==> src/rtl/uart_pkg.sv <==
// uart_pkg - shared types and constants for the parametrised UART transmitter.
//   tx_state_t   : frame sequencer state encoding
//   LINE_IDLE    : serial line level when nothing is being sent (mark)
//   START_LVL    : serial line level of the start bit (space)
//   frame_cfg_t  : per-frame format captured on accept
// The prescale field is sized for the widest supported PRESCALE input;
// narrower inputs are zero-extended into it.
package uart_pkg;

    typedef enum logic [2:0] {
        IDLE   = 3'd0,
        START  = 3'd1,
        DATA   = 3'd2,
        PARITY = 3'd3,
        STOP   = 3'd4
    } tx_state_t;

    localparam logic LINE_IDLE = 1'b1;
    localparam logic START_LVL = 1'b0;

    localparam int CFG_PRESCALE_W = 16;

    typedef struct packed {
        logic                      par_en;
        logic                      par_typ;
        logic                      stop2;
        logic [CFG_PRESCALE_W-1:0] prescale;
    } frame_cfg_t;

endpackage

==> src/rtl/uart_tx_param_if.sv <==
// uart_tx_param_if - word handshake plus per-frame format between the
// register/bus side (master) and the UART transmitter (slave).
//   P_DATA     word to transmit
//   DATA_VALID P_DATA and format fields are valid
//   DATA_READY transmitter takes the word at the next rising edge
//   PAR_EN     1 = insert parity bit
//   PAR_TYP    0 = even, 1 = odd
//   STOP2      1 = two stop bits
//   PRESCALE   clocks per bit minus one
interface uart_tx_param_if #(
    parameter int DATA_W     = 8,
    parameter int PRESCALE_W = 8
);
    logic [DATA_W-1:0]     P_DATA;
    logic                  DATA_VALID;
    logic                  DATA_READY;
    logic                  PAR_EN;
    logic                  PAR_TYP;
    logic                  STOP2;
    logic [PRESCALE_W-1:0] PRESCALE;

    modport master (
        output P_DATA, DATA_VALID, PAR_EN, PAR_TYP, STOP2, PRESCALE,
        input  DATA_READY
    );

    modport slave (
        input  P_DATA, DATA_VALID, PAR_EN, PAR_TYP, STOP2, PRESCALE,
        output DATA_READY
    );
endinterface

==> src/rtl/uart_tx_fifo.sv <==
// uart_tx_fifo - generic synchronous FIFO, show-ahead read.
//   clk      rising-edge clock
//   rst_n    asynchronous active-low reset (pointers only)
//   push     write wr_data (ignored when full)
//   wr_data  entry to store
//   full     no free entry
//   pop      drop the head entry (ignored when empty)
//   rd_data  current head entry
//   empty    no stored entry
// DEPTH must be a power of two; pointers carry one extra wrap bit so that
// equal indices can be told apart as full or empty.
module uart_tx_fifo #(
    parameter int WIDTH = 8,
    parameter int DEPTH = 4
) (
    input  logic             clk,
    input  logic             rst_n,
    input  logic             push,
    input  logic [WIDTH-1:0] wr_data,
    output logic             full,
    input  logic             pop,
    output logic [WIDTH-1:0] rd_data,
    output logic             empty
);
    localparam int AW = (DEPTH > 1) ? $clog2(DEPTH) : 1;

    logic [WIDTH-1:0] mem [DEPTH];
    logic [AW:0]      wr_ptr;
    logic [AW:0]      rd_ptr;

    assign empty   = (wr_ptr == rd_ptr);
    assign full    = (wr_ptr[AW] != rd_ptr[AW]) && (wr_ptr[AW-1:0] == rd_ptr[AW-1:0]);
    assign rd_data = mem[rd_ptr[AW-1:0]];

    always_ff @(posedge clk or negedge rst_n) begin
        if (!rst_n) begin
            wr_ptr <= '0;
            rd_ptr <= '0;
        end else begin
            if (push && !full) begin
                wr_ptr <= wr_ptr + 1'b1;
            end
            if (pop && !empty) begin
                rd_ptr <= rd_ptr + 1'b1;
            end
        end
    end

    always_ff @(posedge clk) begin
        if (push && !full) begin
            mem[wr_ptr[AW-1:0]] <= wr_data;
        end
    end
endmodule

==> src/rtl/uart_tx_param.sv <==
// uart_tx_param - parametrised UART transmitter with valid/ready word input.
//   CLK      system clock, rising edge
//   RST      asynchronous active-low reset
//   bus      uart_tx_param_if.slave: P_DATA/DATA_VALID/DATA_READY plus
//            PAR_EN, PAR_TYP, STOP2, PRESCALE format fields
//   TX_OUT   serial line, idle high, driven from a flop
//   BUSY     frame in progress (START..STOP)
//   TX_DONE  one-cycle pulse in the last cycle of the final stop bit
// Build option: define UART_TX_FIFO_EN to put a FIFO_DEPTH-entry FIFO in
// front of the frame sequencer; otherwise words are taken directly.
//
// state  | meaning
// IDLE   | line high, waiting for a word
// START  | start bit (line low)
// DATA   | data bits, LSB first, bit_idx 0..DATA_W-1
// PARITY | parity bit, only when par_en was latched
// STOP   | one or two stop bits (line high)
module uart_tx_param
    import uart_pkg::*;
#(
    parameter int DATA_W     = 8,
    parameter int PRESCALE_W = 8,
    parameter int FIFO_DEPTH = 4
) (
    input  logic            CLK,
    input  logic            RST,
    uart_tx_param_if.slave  bus,
    output logic            TX_OUT,
    output logic            BUSY,
    output logic            TX_DONE
);
    localparam int BIT_IDX_W = $clog2(DATA_W);
    localparam logic [BIT_IDX_W-1:0] BIT_LAST = BIT_IDX_W'(DATA_W - 1);

    if (DATA_W < 5 || DATA_W > 9) begin : g_bad_data_w
        $error("uart_tx_param: DATA_W must be within 5..9");
    end
    if (PRESCALE_W < 1 || PRESCALE_W > CFG_PRESCALE_W) begin : g_bad_prescale_w
        $error("uart_tx_param: PRESCALE_W out of range");
    end
    if (FIFO_DEPTH < 2 || (FIFO_DEPTH & (FIFO_DEPTH - 1)) != 0) begin : g_bad_depth
        $error("uart_tx_param: FIFO_DEPTH must be a power of two >= 2");
    end

    tx_state_t                 state;
    logic [CFG_PRESCALE_W-1:0] baud_cnt;
    logic [BIT_IDX_W-1:0]      bit_idx;
    logic [BIT_IDX_W-1:0]      bit_nxt;
    logic                      stop_cnt;
    logic [DATA_W-1:0]         data_reg;
    frame_cfg_t                cfg;
    logic                      tx_reg;

    frame_cfg_t        in_cfg;
    frame_cfg_t        src_cfg;
    logic [DATA_W-1:0] src_data;
    logic              src_valid;
    logic              ready;
    logic              baud_tc;
    logic              last_stop;
    logic              can_take;
    logic              take;

    always_comb begin
        in_cfg.par_en   = bus.PAR_EN;
        in_cfg.par_typ  = bus.PAR_TYP;
        in_cfg.stop2    = bus.STOP2;
        in_cfg.prescale = CFG_PRESCALE_W'(bus.PRESCALE);
    end

    assign baud_tc   = (baud_cnt == cfg.prescale);
    assign last_stop = (state == STOP) && baud_tc && (stop_cnt == cfg.stop2);
    // A new frame can start in IDLE or in the final stop cycle, which is what
    // makes back-to-back frames gapless.
    assign can_take  = (state == IDLE) || last_stop;
    assign take      = src_valid && can_take;
    assign bit_nxt   = bit_idx + 1'b1;

`ifdef UART_TX_FIFO_EN
    localparam int ENTRY_W = DATA_W + $bits(frame_cfg_t);

    logic               fifo_full;
    logic               fifo_empty;
    logic               fifo_push;
    logic               fifo_pop;
    logic [ENTRY_W-1:0] fifo_rd;

    assign ready     = RST && !fifo_full;
    assign fifo_push = bus.DATA_VALID && ready;
    assign fifo_pop  = can_take && !fifo_empty;
    assign src_valid = !fifo_empty;
    assign {src_cfg, src_data} = fifo_rd;

    uart_tx_fifo #(
        .WIDTH (ENTRY_W),
        .DEPTH (FIFO_DEPTH)
    ) u_fifo (
        .clk     (CLK),
        .rst_n   (RST),
        .push    (fifo_push),
        .wr_data ({in_cfg, bus.P_DATA}),
        .full    (fifo_full),
        .pop     (fifo_pop),
        .rd_data (fifo_rd),
        .empty   (fifo_empty)
    );
`else
    // RST gating keeps READY low while reset is held even though the
    // sequencer already sits in IDLE.
    assign ready     = RST && can_take;
    assign src_valid = bus.DATA_VALID;
    assign src_cfg   = in_cfg;
    assign src_data  = bus.P_DATA;
`endif

    assign bus.DATA_READY = ready;

    always_ff @(posedge CLK or negedge RST) begin
        if (!RST) begin
            state    <= IDLE;
            baud_cnt <= '0;
            bit_idx  <= '0;
            stop_cnt <= 1'b0;
            data_reg <= '0;
            cfg      <= '0;
            tx_reg   <= LINE_IDLE;
        end else begin
            baud_cnt <= (state == IDLE || baud_tc) ? '0 : baud_cnt + 1'b1;

            case (state)
                IDLE: begin
                    tx_reg <= LINE_IDLE;
                end
                START: begin
                    if (baud_tc) begin
                        state   <= DATA;
                        bit_idx <= '0;
                        tx_reg  <= data_reg[0];
                    end
                end
                DATA: begin
                    if (baud_tc) begin
                        if (bit_idx == BIT_LAST) begin
                            if (cfg.par_en) begin
                                state  <= PARITY;
                                tx_reg <= cfg.par_typ ? ~^data_reg : ^data_reg;
                            end else begin
                                state    <= STOP;
                                stop_cnt <= 1'b0;
                                tx_reg   <= LINE_IDLE;
                            end
                        end else begin
                            bit_idx <= bit_nxt;
                            tx_reg  <= data_reg[bit_nxt];
                        end
                    end
                end
                PARITY: begin
                    if (baud_tc) begin
                        state    <= STOP;
                        stop_cnt <= 1'b0;
                        tx_reg   <= LINE_IDLE;
                    end
                end
                STOP: begin
                    if (last_stop) begin
                        state  <= IDLE;
                        tx_reg <= LINE_IDLE;
                    end else if (baud_tc) begin
                        stop_cnt <= 1'b1;
                    end
                end
                default: begin
                    state  <= IDLE;
                    tx_reg <= LINE_IDLE;
                end
            endcase

            // Accept overrides the per-state update so the next START bit
            // follows the final stop cycle directly.
            if (take) begin
                state    <= START;
                baud_cnt <= '0;
                data_reg <= src_data;
                cfg      <= src_cfg;
                tx_reg   <= START_LVL;
            end
        end
    end

    assign TX_OUT  = tx_reg;
    assign BUSY    = (state != IDLE);
    assign TX_DONE = last_stop;
endmodule

==> src/flat_wrapper.sv <==
// flat-port wrapper written by rule: the top's interface ports become plain ports
module uart_tx_param_flat import uart_pkg::*;
#(
    parameter int DATA_W     = 8,
    parameter int PRESCALE_W = 8,
    parameter int FIFO_DEPTH = 4
)
  (CLK, RST, TX_OUT, BUSY, TX_DONE, bus_P_DATA, bus_DATA_VALID, bus_PAR_EN, bus_PAR_TYP, bus_STOP2, bus_PRESCALE, bus_DATA_READY);
  uart_tx_param_if #(.DATA_W(DATA_W), .PRESCALE_W(PRESCALE_W)) bus_i ();
  input  logic CLK;
  input  logic RST;
  output logic TX_OUT;
  output logic BUSY;
  output logic TX_DONE;
  input wire logic [$bits(bus_i.P_DATA)-1:0] bus_P_DATA;
  input wire logic [$bits(bus_i.DATA_VALID)-1:0] bus_DATA_VALID;
  input wire logic [$bits(bus_i.PAR_EN)-1:0] bus_PAR_EN;
  input wire logic [$bits(bus_i.PAR_TYP)-1:0] bus_PAR_TYP;
  input wire logic [$bits(bus_i.STOP2)-1:0] bus_STOP2;
  input wire logic [$bits(bus_i.PRESCALE)-1:0] bus_PRESCALE;
  output wire logic [$bits(bus_i.DATA_READY)-1:0] bus_DATA_READY;
  assign bus_i.P_DATA = bus_P_DATA;
  assign bus_i.DATA_VALID = bus_DATA_VALID;
  assign bus_i.PAR_EN = bus_PAR_EN;
  assign bus_i.PAR_TYP = bus_PAR_TYP;
  assign bus_i.STOP2 = bus_STOP2;
  assign bus_i.PRESCALE = bus_PRESCALE;
  assign bus_DATA_READY = bus_i.DATA_READY;
  uart_tx_param #(.DATA_W(DATA_W), .PRESCALE_W(PRESCALE_W), .FIFO_DEPTH(FIFO_DEPTH)) u_core (.CLK(CLK), .RST(RST), .bus(bus_i), .TX_OUT(TX_OUT), .BUSY(BUSY), .TX_DONE(TX_DONE));
endmodule
==> config.mk <==
export PLATFORM = sky130hd
export DESIGN_NAME = uart_tx_param_flat
export DESIGN_NICKNAME = d
export VERILOG_FILES = /design/src/rtl/uart_pkg.sv /design/src/rtl/uart_tx_param_if.sv /design/src/rtl/uart_tx_fifo.sv /design/src/rtl/uart_tx_param.sv /design/src/flat_wrapper.sv
export SDC_FILE = /design/constraint.sdc
export NUM_CORES = 1
export LEC_CHECK = 0
export CORE_MARGIN = 3
export CORE_UTILIZATION = 50
export CTS_CLUSTER_DIAMETER = 80
export DETAILED_ROUTE_END_ITERATION = 8
export GPL_TIMING_DRIVEN = 0
export PLACE_DENSITY = 0.85
export REMOVE_ABC_BUFFERS = 1
export SLEW_MARGIN = 20
export SYNTH_ARGS = -nofsm -noshare
export SYNTH_HDL_FRONTEND = slang
export SYNTH_SLANG_ARGS = --single-unit
==> constraint.sdc <==
create_clock -name CLK -period 1.9 [get_ports CLK]
set_input_delay 0.38 -clock CLK [delete_from_list [all_inputs] [get_ports CLK]]
set_output_delay 0.38 -clock CLK [all_outputs]
set_load 0.02 [all_outputs]
Yosys cells after proc, flatten, opt, wreduce, memory -nomap -nowiden
Cells that the tools add are included.
Word-level totals
  register bits: 43
  input port bits: 22
  output and inout port bits: 4
  word-level logic and storage cells: 81
Operators by class
  multiplexer cells: 31
  eq/ne operators: 21
  $add $sub $neg: 2
  reductions and logical operators: 16
  magnitude comparators: 1
Operators by type and width (number)
  $mux W16: 2
  $mux W3: 10
  $add A16 B1 Y16 const B: 1
  $eq A16 B8 Y1: 1
  $ne A3 B1 Y1 const B: 5
  $pmux W3 S5: 1
  $mux W1: 14
  $ne A2 B1 Y1 const B: 6
  $reduce_and A4 Y1: 2
  $reduce_xnor A8 Y1: 1
  $reduce_xor A8 Y1: 1
  $reduce_and A7 Y1: 1
  $eq A3 B2 Y1 const B: 2
  $eq A3 B3 Y1 const B: 2
  $ne A2 B2 Y1 const B: 3
  $pmux W3 S2: 1
  $reduce_and A6 Y1: 1
  $reduce_bool A3 Y1: 2
  $logic_and A1 B1 Y1: 4
  $lt A3 B4 Y1 const B: 1
  $pmux W1 S4: 1
  $add A3 B1 Y3 const B: 1
  $bmux W1 S3: 1
  $eq A3 B1 Y1 const B: 1
  other kinds (5): 6

Logic depth before layout (Yosys ltp)
  depth after elaboration: 7
  depth in mapped cells: 7
  depth with buffers taken out: 6

Worst setup path after synthesis
OpenSTA, ideal clock, no wires.
  path kind: register to output
  from: register u_core.baud_cnt[8]
  to: output bus_DATA_READY
  stages on the path, launching flop included: 6
  arrival time: 1683 ps
  required time: 1520 ps
  path slack: -163 ps
  path buffers: 0
  cell sequence: dfrtp_1 > nor4_2 > nand2_1 > nor3_4 > and4_1 > o21a_1
Between the ends
  word-level cells in the longest chain between the ends: 5
RTL lines
  start: declaration: RTL line uart_tx_param.sv:46  | logic [CFG_PRESCALE_W-1:0] baud_cnt;
  start signal: assignment: RTL line uart_tx_param.sv:128  | baud_cnt <= (state == IDLE || baud_tc) ? '0 : baud_cnt + 1'b1;
  $eq A16 B8 Y1: RTL line uart_tx_param.sv:71  | assign baud_tc = (baud_cnt == cfg.prescale);
  $logic_and A1 B1 Y1 (2 in a row): RTL line uart_tx_param.sv:72  | assign last_stop = (state == STOP) && baud_tc && (stop_cnt == cfg.stop2);
  via TX_DONE: RTL line flat_wrapper.sv:14  | output logic TX_DONE;
  $logic_or A1 B1 Y1: RTL line uart_tx_param.sv:75  | assign can_take = (state == IDLE) || last_stop;
  $logic_and A1 B1 Y1: RTL line uart_tx_param.sv:110  | assign ready = RST && can_take;
  end: declaration: RTL line flat_wrapper.sv:21  | output wire logic [$bits(bus_i.DATA_READY)-1:0] bus_DATA_READY;
The timed path passes the listed nets, and every way through them passes these cells.

Final worst setup path
  from: register u_core.baud_cnt[6]
  to: output bus_DATA_READY
Between the ends
  word-level cells in the longest chain between the ends: 5
RTL lines (RTL line)
  $eq A16 B8 Y1: uart_tx_param.sv:71
  $logic_and A1 B1 Y1 (2 in a row): uart_tx_param.sv:72
  $logic_or A1 B1 Y1: uart_tx_param.sv:75
  $logic_and A1 B1 Y1: uart_tx_param.sv:110
No other way between the ends.

==> results.py <==
metrics = {
    "route": {
        "dr.pass1.iters": 4,
        "wl_met3_um": 280,
        "wl_um": 4940,
        "met2_wirelength_um": 2310,
        "viasPerCell": 5.81,
        "vias": 1690,
        "wire_per_inst_um": 17.0,
        "ant_nets": 0,
        "routed.top_layer": "met4",
        "m1WireLength_um": 2250,
        "first_iter_violations": 145,
        "remaining_drc_errors": 0,
    },
    "final_layout": {
        "syn2layout_area_growth_pct": 33.4,
        "final_cell_area_um2": 2970,
        "final_cell_mix": "dfrtp_1 (39), xnor2_1 (24), clkdlybuf4s50_1 (21)",
        "fill_cells": 274,
        "stdcell_count": 291,
        "final_common_cell": "dfrtp_1",
        "drive_above_1_share_pct": 32.4,
        "n_antenna_cell": 0,
        "fin_nets": 266,
        "largest_reg_flops": 16,
        "final_util_pct": 71.6,
    },
    "run": {
        "cap_violations": 0,
    },
    "floorplan": {
        "fp-row-count": 23,
        "die_area_um2": 5290,
        "io_pins": 26,
        "die_y_um": 72.7,
        "initial_core_util_pct": 53.7,
        "coreArea_um2": 4140,
        "dieWidth_um": 72.7,
    },
    "place": {
        "placed_cell_area_um2": 2510,
        "place.gp.congestion": 0.799,
        "place_ws_ns": -0.710,
        "dp_cells": 264,
        "dpl.hpwl_um": 2870,
        "io_buffers": 25,
    },
    "synthesis": {
        "syn_inst": 193,
        "yosysUniqueCellTypes": 44,
        "synth_top_area_share_pct": 47.2,
        "ys.flop_type": "dfrtp_1",
        "ys_top_cells_by_area": "dfrtp_1 (47%), xnor2_1 (9.8%), mux2_2 (9.6%), nor2_1 (4.2%), mux4_2 (2.0%)",
        "synth-async-reset-ratio_pct": 100,
        "synth-seq-area-share_pct": 48.4,
        "ys_ff_latch": 43,
        "synthesis.area_um2": 2230,
        "synth_area_per_cell_um2": 11.5,
        "synth_top_area_cell": "dfrtp_1",
        "ys_warn_count": 0,
        "synth_edf_count": 0,
    },
    "worst_setup_path": {
        "critPathMaxFanout": 5,
        "arrival_ns": 1.86,
        "slowest_delay_ns": 0.46,
        "endpoint_kind": "output pin",
        "worstSetupStartpointType": "flop",
        "slowest_stage": "dfrtp_1",
        "crit_path_cell_trace": "xnor2_2 > nand4_1 > nor3_4 > and4_1 > o21a_1 > buf_6",
        "path_class": "flop to output pin",
        "required_ns": 1.52,
    },
    "clock_tree": {
        "path_clk_slew_ns": 0.08,
        "cts.sinks": 43,
        "clk_path_buf_depth": 2,
        "cts_buffers": 5,
        "clk_latency_ns": 0.29,
        "holdBufCountCts": 0,
        "clock-root-buffer": "clkbuf_8",
        "cts_tree": "done",
        "htree_levels": 2,
    },
    "power": {
        "finalPower_mw": 3.80,
        "irDropWorstVdd_mv": 0.787,
        "power.density_nw_per_um2": 1280,
        "p_leak_nw": 1.26,
    },
    "timing": {
        "layout_min_cycle_time_ns": 2.24,
        "timing.hold.ws_ns": 0.0117,
        "fin_skew_ns": 0.00621,
        "final_max_slew_viol_count": 0,
        "setup_viol": 37,
        "relSlewSlack_pct": 69.2,
        "worst_slack_ns": -0.341,
        "rsz0062_at_grt": "true",
        "period_share_pct": 118,
        "hold_viol": 0,
        "fmax_mhz": 446,
        "fin_setup_tns_ns": -3.11,
        "tightestPinTransition_ns": 0.460,
    },
    "global_routing": {
        "grt_pass1_vias": 1624,
        "grt_max_degree": 28,
        "antenna_found_initial": 0,
        "grt_overflow_total": 0,
        "grt_usage_pct": 18.7,
        "grt_pass1_wl_um": 7560,
    },
    "status": {
        "outcome": "finished, violations left",
        "violations": "setup timing",
    },
    "hold_path": {
        "hp-class": "input port to asynchronous set/reset pin",
    },
}
==> cell type report <==
type | instances | area [µm²] | share of cell area (%)
multi-input combinational | 141 | 1290 | 43.6
inverter | 8 | 30.0 | 1.01
sequential | 43 | 1080 | 36.4
clock buffer | 6 | 72.6 | 2.44
timing repair buffer | 42 | 398 | 13.4
tap | 50 | 62.6 | 2.11
clock inverter | 1 | 30.0 | 1.01
==> cells by family after synthesis <==
| logic type | share of synthesized area (%) |
|---|---|
| and+or+nand+nor | 16.0 |
| AOI/OAI and AO/OA | 5.45 |
| muxes | 12.6 |
| buffers and inverters | 3.48 |
| adders and majority gates | 1.69 |
| DFF | 48.4 |
| xor gates and xnor gates | 12.4 |
==> power breakdown <==
group	total, mW	switching, mW	internal [mW]
clock network	0.679	0.294	0.385
logic	1.59	0.624	0.970
registers	1.52	0.311	1.21
total	3.80	1.23	2.57
==> synthesized netlist by cell type, types with 2 or more instances <==
master	n
and3_1	4
nor2_1	25
dfrtp_1	42
o21ai_0	3
a22o_1	2
nor3_1	6
ha_1	3
buf_6	2
or3_1	2
nand4_1	4
a21oi_1	4
xor2_1	4
inv_1	8
xnor2_1	25
nor4_1	2
nand3_1	6
mux4_2	2
nand2_1	5
mux2_2	19
==> final timing paths <==
check | start | cells past startpoint | to | slack, ns
max in group asynchronous | RST | 2 | u_core.baud_cnt[0] | 1.39
max | u_core.baud_cnt[6] | 6 | bus_DATA_READY | -0.34
max reg2reg | u_core.baud_cnt[6] | 7 | u_core.cfg[2] | -0.13
min reg2reg | u_core.bit_idx[1] | 1 | u_core.bit_idx[1] | 0.51
min | RST | 1 | u_core.baud_cnt[12] | 0.01
min in group CLK | u_core.bit_idx[1] | 1 | u_core.bit_idx[1] | 0.51
==> per-layer routing <==
metal  GRT usage [%]  up-vias
met4            8.20        0
met5               0        -
met2            28.6       55
met1            25.8      841
li1                -      786
met3            3.99        8
==> critical path, delay by kind of cell (launching register included) <==
kind,cells,cell delay (ns)
buffers and inverters,1,0.12
and+or+nand+nor,3,0.67
AOI/OAI and AO/OA,1,0.15
xor gates and xnor gates,1,0.17
DFF,1,0.46
==> timing repair <==
action,in CTS,in global routing
gates cloned,3,1
pin swaps,8,14
setup endpoints to repair,45,45
resized for setup,21,44
buffers inserted,6,11
(Power assumes the default switching activity.)
==> patch 1 (same flow settings) <==
Encoding of `tx_state_t`: now one-hot (5 bits for 5 states).
--- a/src/rtl/uart_pkg.sv
+++ b/src/rtl/uart_pkg.sv
@@ -7,12 +7,12 @@
 // narrower inputs are zero-extended into it.
 package uart_pkg;
 
-    typedef enum logic [2:0] {
-        IDLE   = 3'd0,
-        START  = 3'd1,
-        DATA   = 3'd2,
-        PARITY = 3'd3,
-        STOP   = 3'd4
+    typedef enum logic [4:0] {
+        IDLE   = 5'b00001,
+        START  = 5'b00010,
+        DATA   = 5'b00100,
+        PARITY = 5'b01000,
+        STOP   = 5'b10000
     } tx_state_t;
 
     localparam logic LINE_IDLE = 1'b1;
Behaviour: same outputs for any inputs over 10 cycles, from zero or initial values and one cycle with RST low; not proved beyond that.
==> patch 1 against the original RTL <==
The run still ends with setup timing left; synthesized cell count increased by 15%; setup slack got worse by 110 ps; sequential share of layout area increased by 0.97 points; sequential cell count increased by 2; clock skew increased by 5.3 ps; routed wire length increased by 3.4%; combinational power increased by 36%; power increased by 15%; sequential power increased by 7%; die area increased by 8.3%; cell area increased by 2.5%; area after synthesis increased by 9.1%; cell count increased by 8.6%; critical endpoint unchanged.
==> patch 1: results (changes against the original RTL) <==
.. list-table::
   :header-rows: 1

   * - Metric
     - Value
   * - Overall track demand over capacity in global routing
     - 19.7% (was 18.7%)
   * - Worst setup startpoint
     - u_core.baud_cnt[1]$_DFF_PN0_ (was u_core.baud_cnt[6]$_DFF_PN0_)
   * - Worst clock skew on the final layout
     - 11.5 ps (was 6.21 ps)
   * - Post_cts resized
     - 31 (was 21)
   * - Reg-to-reg critical path startpoint
     - u_core.baud_cnt[11]$_DFF_PN0_ (was u_core.baud_cnt[6]$_DFF_PN0_)
   * - Number of instances in the synthesized netlist
     - 221 (was 193)
   * - Post-layout worst setup margin
     - -450 ps (was -341 ps)
   * - Register area share after synthesis
     - 46.5% (was 48.4%)
   * - Setup violation total in the final timing report
     - 30 (was 37)
   * - Filler cell count
     - 325 (was 274)
   * - Cell count of the worst reg-to-reg path
     - 8 (was 7)
   * - Post-detailed-placement half-perimeter wirelength
     - 3.29 mm (was 2.87 mm)
   * - Worst vdd ir
     - 0.996 mV (was 0.787 mV)
   * - Post-route setup TNS
     - -6540 ps (was -3110 ps)
   * - Pre-CTS WS
     - -779 ps (was -710 ps)
   * - Worst hold slack across all endpoints
     - 7.51 ps (was 11.7 ps)
   * - Switching share of total power
     - 38.5% (was 32.4%)
   * - Share of layout cells above drive strength 1
     - 29.9% (was 32.4%)
   * - Met2 Track Usage GR
     - 32.9% (was 28.6%)
   * - Routed len/inst
     - 16.2 um (was 17.0 um)
   * - Post-CTS setup buffer count
     - 12 (was 6)
   * - Vias per cell
     - 5.84 (was 5.81)
   * - Final GP Congestion
     - 0.789 (was 0.799)
   * - Routed length on met3
     - 239 um (was 280 um)
   * - Violations in the final reports
     - setup timing (unchanged)
   * - Worst flop-to-flop path endpoint
     - u_core.cfg[7]$_DFFE_PN0N_ (was u_core.cfg[2]$_DFFE_PN0N_)
   * - Count of distinct cell types in the synthesized netlist
     - 42 (was 44)
   * - Met2 routed wirelength
     - 2.67 mm (was 2.31 mm)
   * - Status
     - complete, but fails checks (unchanged)
## patch 1: cell types whose count changed after synthesis, moves of 3 or more
| cell | before | now |
|---|---|---|
| xor2_1 | 4 | 13 |
| nand2_1 | 5 | 11 |
| xnor2_1 | 25 | 20 |
| nand3_1 | 6 | 9 |
| o21ai_0 | 3 | 6 |
| o22ai_1 | 0 | 3 |
## patch 1: power groups by stage
stage | clock, W | combinational (W) | sequential [W]
global route | 0.000633 | 0.00237 | 0.00167
floorplan | 0 | 0.00150 | 0.00155
detailed placement | 0 | 0.00192 | 0.00162
CTS | 0.000574 | 0.00204 | 0.00162
finish | 0.000565 | 0.00217 | 0.00163
global placement | 0 | 0.00181 | 0.00160
## patch 1: kinds of logic (layout without fill, tap and decap cells)
| logic type | after synthesis | after routing | share of synthesized area [%] |
|---|---|---|---|
| compound gates | 25 | 25 | 6.91 |
| xor+xnor | 33 | 33 | 11.9 |
| fa+ha+maj | 3 | 3 | 1.55 |
| buf+inv | 16 | 59 | 4.17 |
| flops | 45 | 45 | 46.5 |
| mux | 24 | 24 | 11.9 |
| simple gates | 75 | 75 | 17.1 |
## patch 1: worst register-to-register path: stages, from the launching register on
cell	delay (ps)
dfrtp_2	430
nor4_4	280
nand2_1	120
nor4_1	380
o211ai_1	170
buf_4	210
buf_6	150
buf_4	160
mux2_2	260
## patch 1: final cells by class
| cell class | count | area, um2 | area share [%] |
|---|---|---|---|
| tap | 52 | 65.1 | 2.14 |
| sequential | 45 | 1140 | 37.4 |
| clock buffer | 8 | 80.1 | 2.63 |
| timing repair buffer | 44 | 414 | 13.6 |
| inverter | 7 | 26.3 | 0.863 |
| multi-input combinational | 160 | 1320 | 43.4 |
==> patch 2 (same settings) <==
Made on the original files. `CFG_PRESCALE_W`: 16 -> 24.
--- a/src/rtl/uart_pkg.sv
+++ b/src/rtl/uart_pkg.sv
@@ -18,7 +18,7 @@
     localparam logic LINE_IDLE = 1'b1;
     localparam logic START_LVL = 1'b0;
 
-    localparam int CFG_PRESCALE_W = 16;
+    localparam int CFG_PRESCALE_W = 24;
 
     typedef struct packed {
         logic                      par_en;
Formal check against the unedited RTL: same outputs for any inputs over 10 cycles, from zero or initial values and one cycle with RST low; that may be too few to reach the edited logic, so the function may still have changed.
==> patch 2 against the original RTL <==
The run ends with hold timing, setup timing left; first-iteration DRC count grew 21%; critical path depth unchanged; maximum frequency shrank 7.1%; cell area is 21% higher; area after synthesis up 22%; setup slack worse by 170 ps; global-route usage is 0.53 points higher; clock power down 1%; combinational power is 35% higher; sequential cell count increased by 8; routed wire length up 35%; hold slack got worse by 13 ps; power up 19%; largest power group unchanged.
==> patch 2: results (changes against the original RTL) <==
.. list-table::
   :header-rows: 1

   * - Metric
     - Value
   * - Reg-to-reg critical path startpoint
     - u_core.baud_cnt[22]$_DFF_PN0_ (was u_core.baud_cnt[6]$_DFF_PN0_)
   * - Violations in the final reports
     - hold timing, setup timing (was setup timing)
   * - Arrival time of the worst setup path
     - 2030 ps (was 1860 ps)
   * - Post-layout nets
     - 324 (was 266)
   * - Worst vdd ir
     - 0.731 mV (was 0.787 mV)
   * - Final wirelength
     - 6.69 mm (was 4.94 mm)
   * - Static leakage
     - 1.50 nW (was 1.26 nW)
   * - Post-layout worst setup margin
     - -512 ps (was -341 ps)
   * - Count of final hold-check violations
     - 3 (was 0)
   * - Status
     - complete, but fails checks (unchanged)
   * - Dominant cells by area after synthesis
     - dfrtp_1 46%, mux2_4 10%, xnor2_1 8.7%, nor2_1 4.6%, xor2_1 3.2% (was dfrtp_1 47%, xnor2_1 9.8%, mux2_2 9.6%, nor2_1 4.2%, mux4_2 2.0%)
   * - Via count of the first global-routing pass
     - 1,958 (was 1,624)
   * - Filler cell count
     - 333 (was 274)
   * - Worst slew margin
     - 59.7% (was 69.2%)
   * - Drt first-iter violations
     - 176 (was 145)
   * - Setup violation total in the final timing report
     - 47 (was 37)
   * - Post-Place Cell Area
     - 3020 um2 (was 2510 um2)
   * - Vias per cell
     - 5.85 (was 5.81)
   * - Maximum number of pins on one net before global-route repair
     - 35 (was 28)
   * - Critical path peak fanout
     - 3 (was 5)
   * - List of most frequent post-synthesis cells
     - 50 x dfrtp_1, 33 x nor2_1, 27 x xnor2_1 (was 42 x dfrtp_1, 25 x nor2_1, 25 x xnor2_1)
   * - Register area share after synthesis
     - 47.2% (was 48.4%)
   * - Overall track demand over capacity in global routing
     - 19.2% (was 18.7%)
   * - Largest stage delay on the critical path
     - 420 ps (was 460 ps)
   * - Slack of the worst reg-to-reg path
     - -400 ps (was -130 ps)
   * - Max reg flops
     - 24 (was 16)
   * - Worst hold slack across all endpoints
     - -1.48 ps (was 11.7 ps)
   * - Post-detailed-placement half-perimeter wirelength
     - 3.71 mm (was 2.87 mm)
   * - Worst clock skew on the final layout
     - 10.7 ps (was 6.21 ps)
   * - Count of distinct cell types in the synthesized netlist
     - 45 (was 44)
   * - Wire length of the first global-routing pass
     - 9.60 mm (was 7.56 mm)
   * - Number of detailed-routing iterations run before antenna repair
     - 4 (unchanged)
   * - Worst flop-to-flop path endpoint
     - u_core.cfg[24]$_DFFE_PN0N_ (was u_core.cfg[2]$_DFFE_PN0N_)
   * - Final GP Congestion
     - 0.786 (was 0.799)
[patch 2: changes by cell type in the layout (fill, tap and decap cells not counted), sizes merged, moves of 3 or more]
cell	unedited run	this run
buf	20	33
dfrtp	42	50
nand3	6	13
nor2	26	33
xor2	4	10
a21oi	4	0
nand2b	1	5
and4	1	4
nand2	7	10
[patch 2: timing repair]
action                     in CTS  in global routing
setup endpoints to repair      54                 53
gates resized for setup        34                 29
hold buffers                    0                  0
cloned                          0                  4
buffers inserted               20                  9
pin swaps                       8                 21
[patch 2: cell families after synthesis]
group	count (synthesis)	synth area share [%]
compound gates	22	7.07
fa+ha+maj	3	1.39
mux	22	12.4
buf+inv	16	2.91
simple gates	88	16.3
xor+xnor	38	12.8
flops	51	47.2
[patch 2: report_power, final]
part | total [W] | internal, W | switching, W
Combinational | 0.00215 | 0.00122 | 0.000938
Sequential | 0.00171 | 0.00138 | 0.000334
Clock | 0.000672 | 0.000298 | 0.000374
[patch 2: metrics by stage]
step,util (%),instances
finish,69.2,370
global route,69.2,370
CTS,64.7,357
detailed placement,58.3,329
global placement,58.0,328
floorplan,-,233
[patch 2: worst max path at each step]
stage                                end  slack (ps)                     startpoint  cells past startpoint
2_1_floorplan  u_core.cfg[0]$_DFFE_PN0N_        -450  u_core.baud_cnt[16]$_DFF_PN0_                      5
3_3_place_gp              bus_DATA_READY       -2030                            RST                      3
3_5_place_dp                     TX_DONE        -950  u_core.baud_cnt[16]$_DFF_PN0_                      6
4_1_cts                          TX_DONE        -430   u_core.baud_cnt[2]$_DFF_PN0_                      7
5_1_grt                   bus_DATA_READY        -610  u_core.baud_cnt[16]$_DFF_PN0_                      6
6_report                  bus_DATA_READY        -510  u_core.baud_cnt[22]$_DFF_PN0_                      6
[patch 2: routing by layer]
layer	GRT usage [%]	share of wire [%]	wire, um
met1	27.0	40	2690
met2	31.3	51	3440
met3	2.71	6.5	435
met4	5.15	1.7	117
met5	0	0	0
[patch 2: cell type report]
class / instances / area [um2] / area share, %
Multi-Input combinational cell: 177 / 1580 / 44.0
Sequential cell: 51 / 1290 / 35.9
Tap cell: 70 / 87.6 / 2.45
Timing Repair Buffer: 55 / 495 / 13.8
Inverter: 9 / 36.3 / 1.01
Clock inverter: 2 / 16.3 / 0.454
Clock buffer: 6 / 82.6 / 2.31
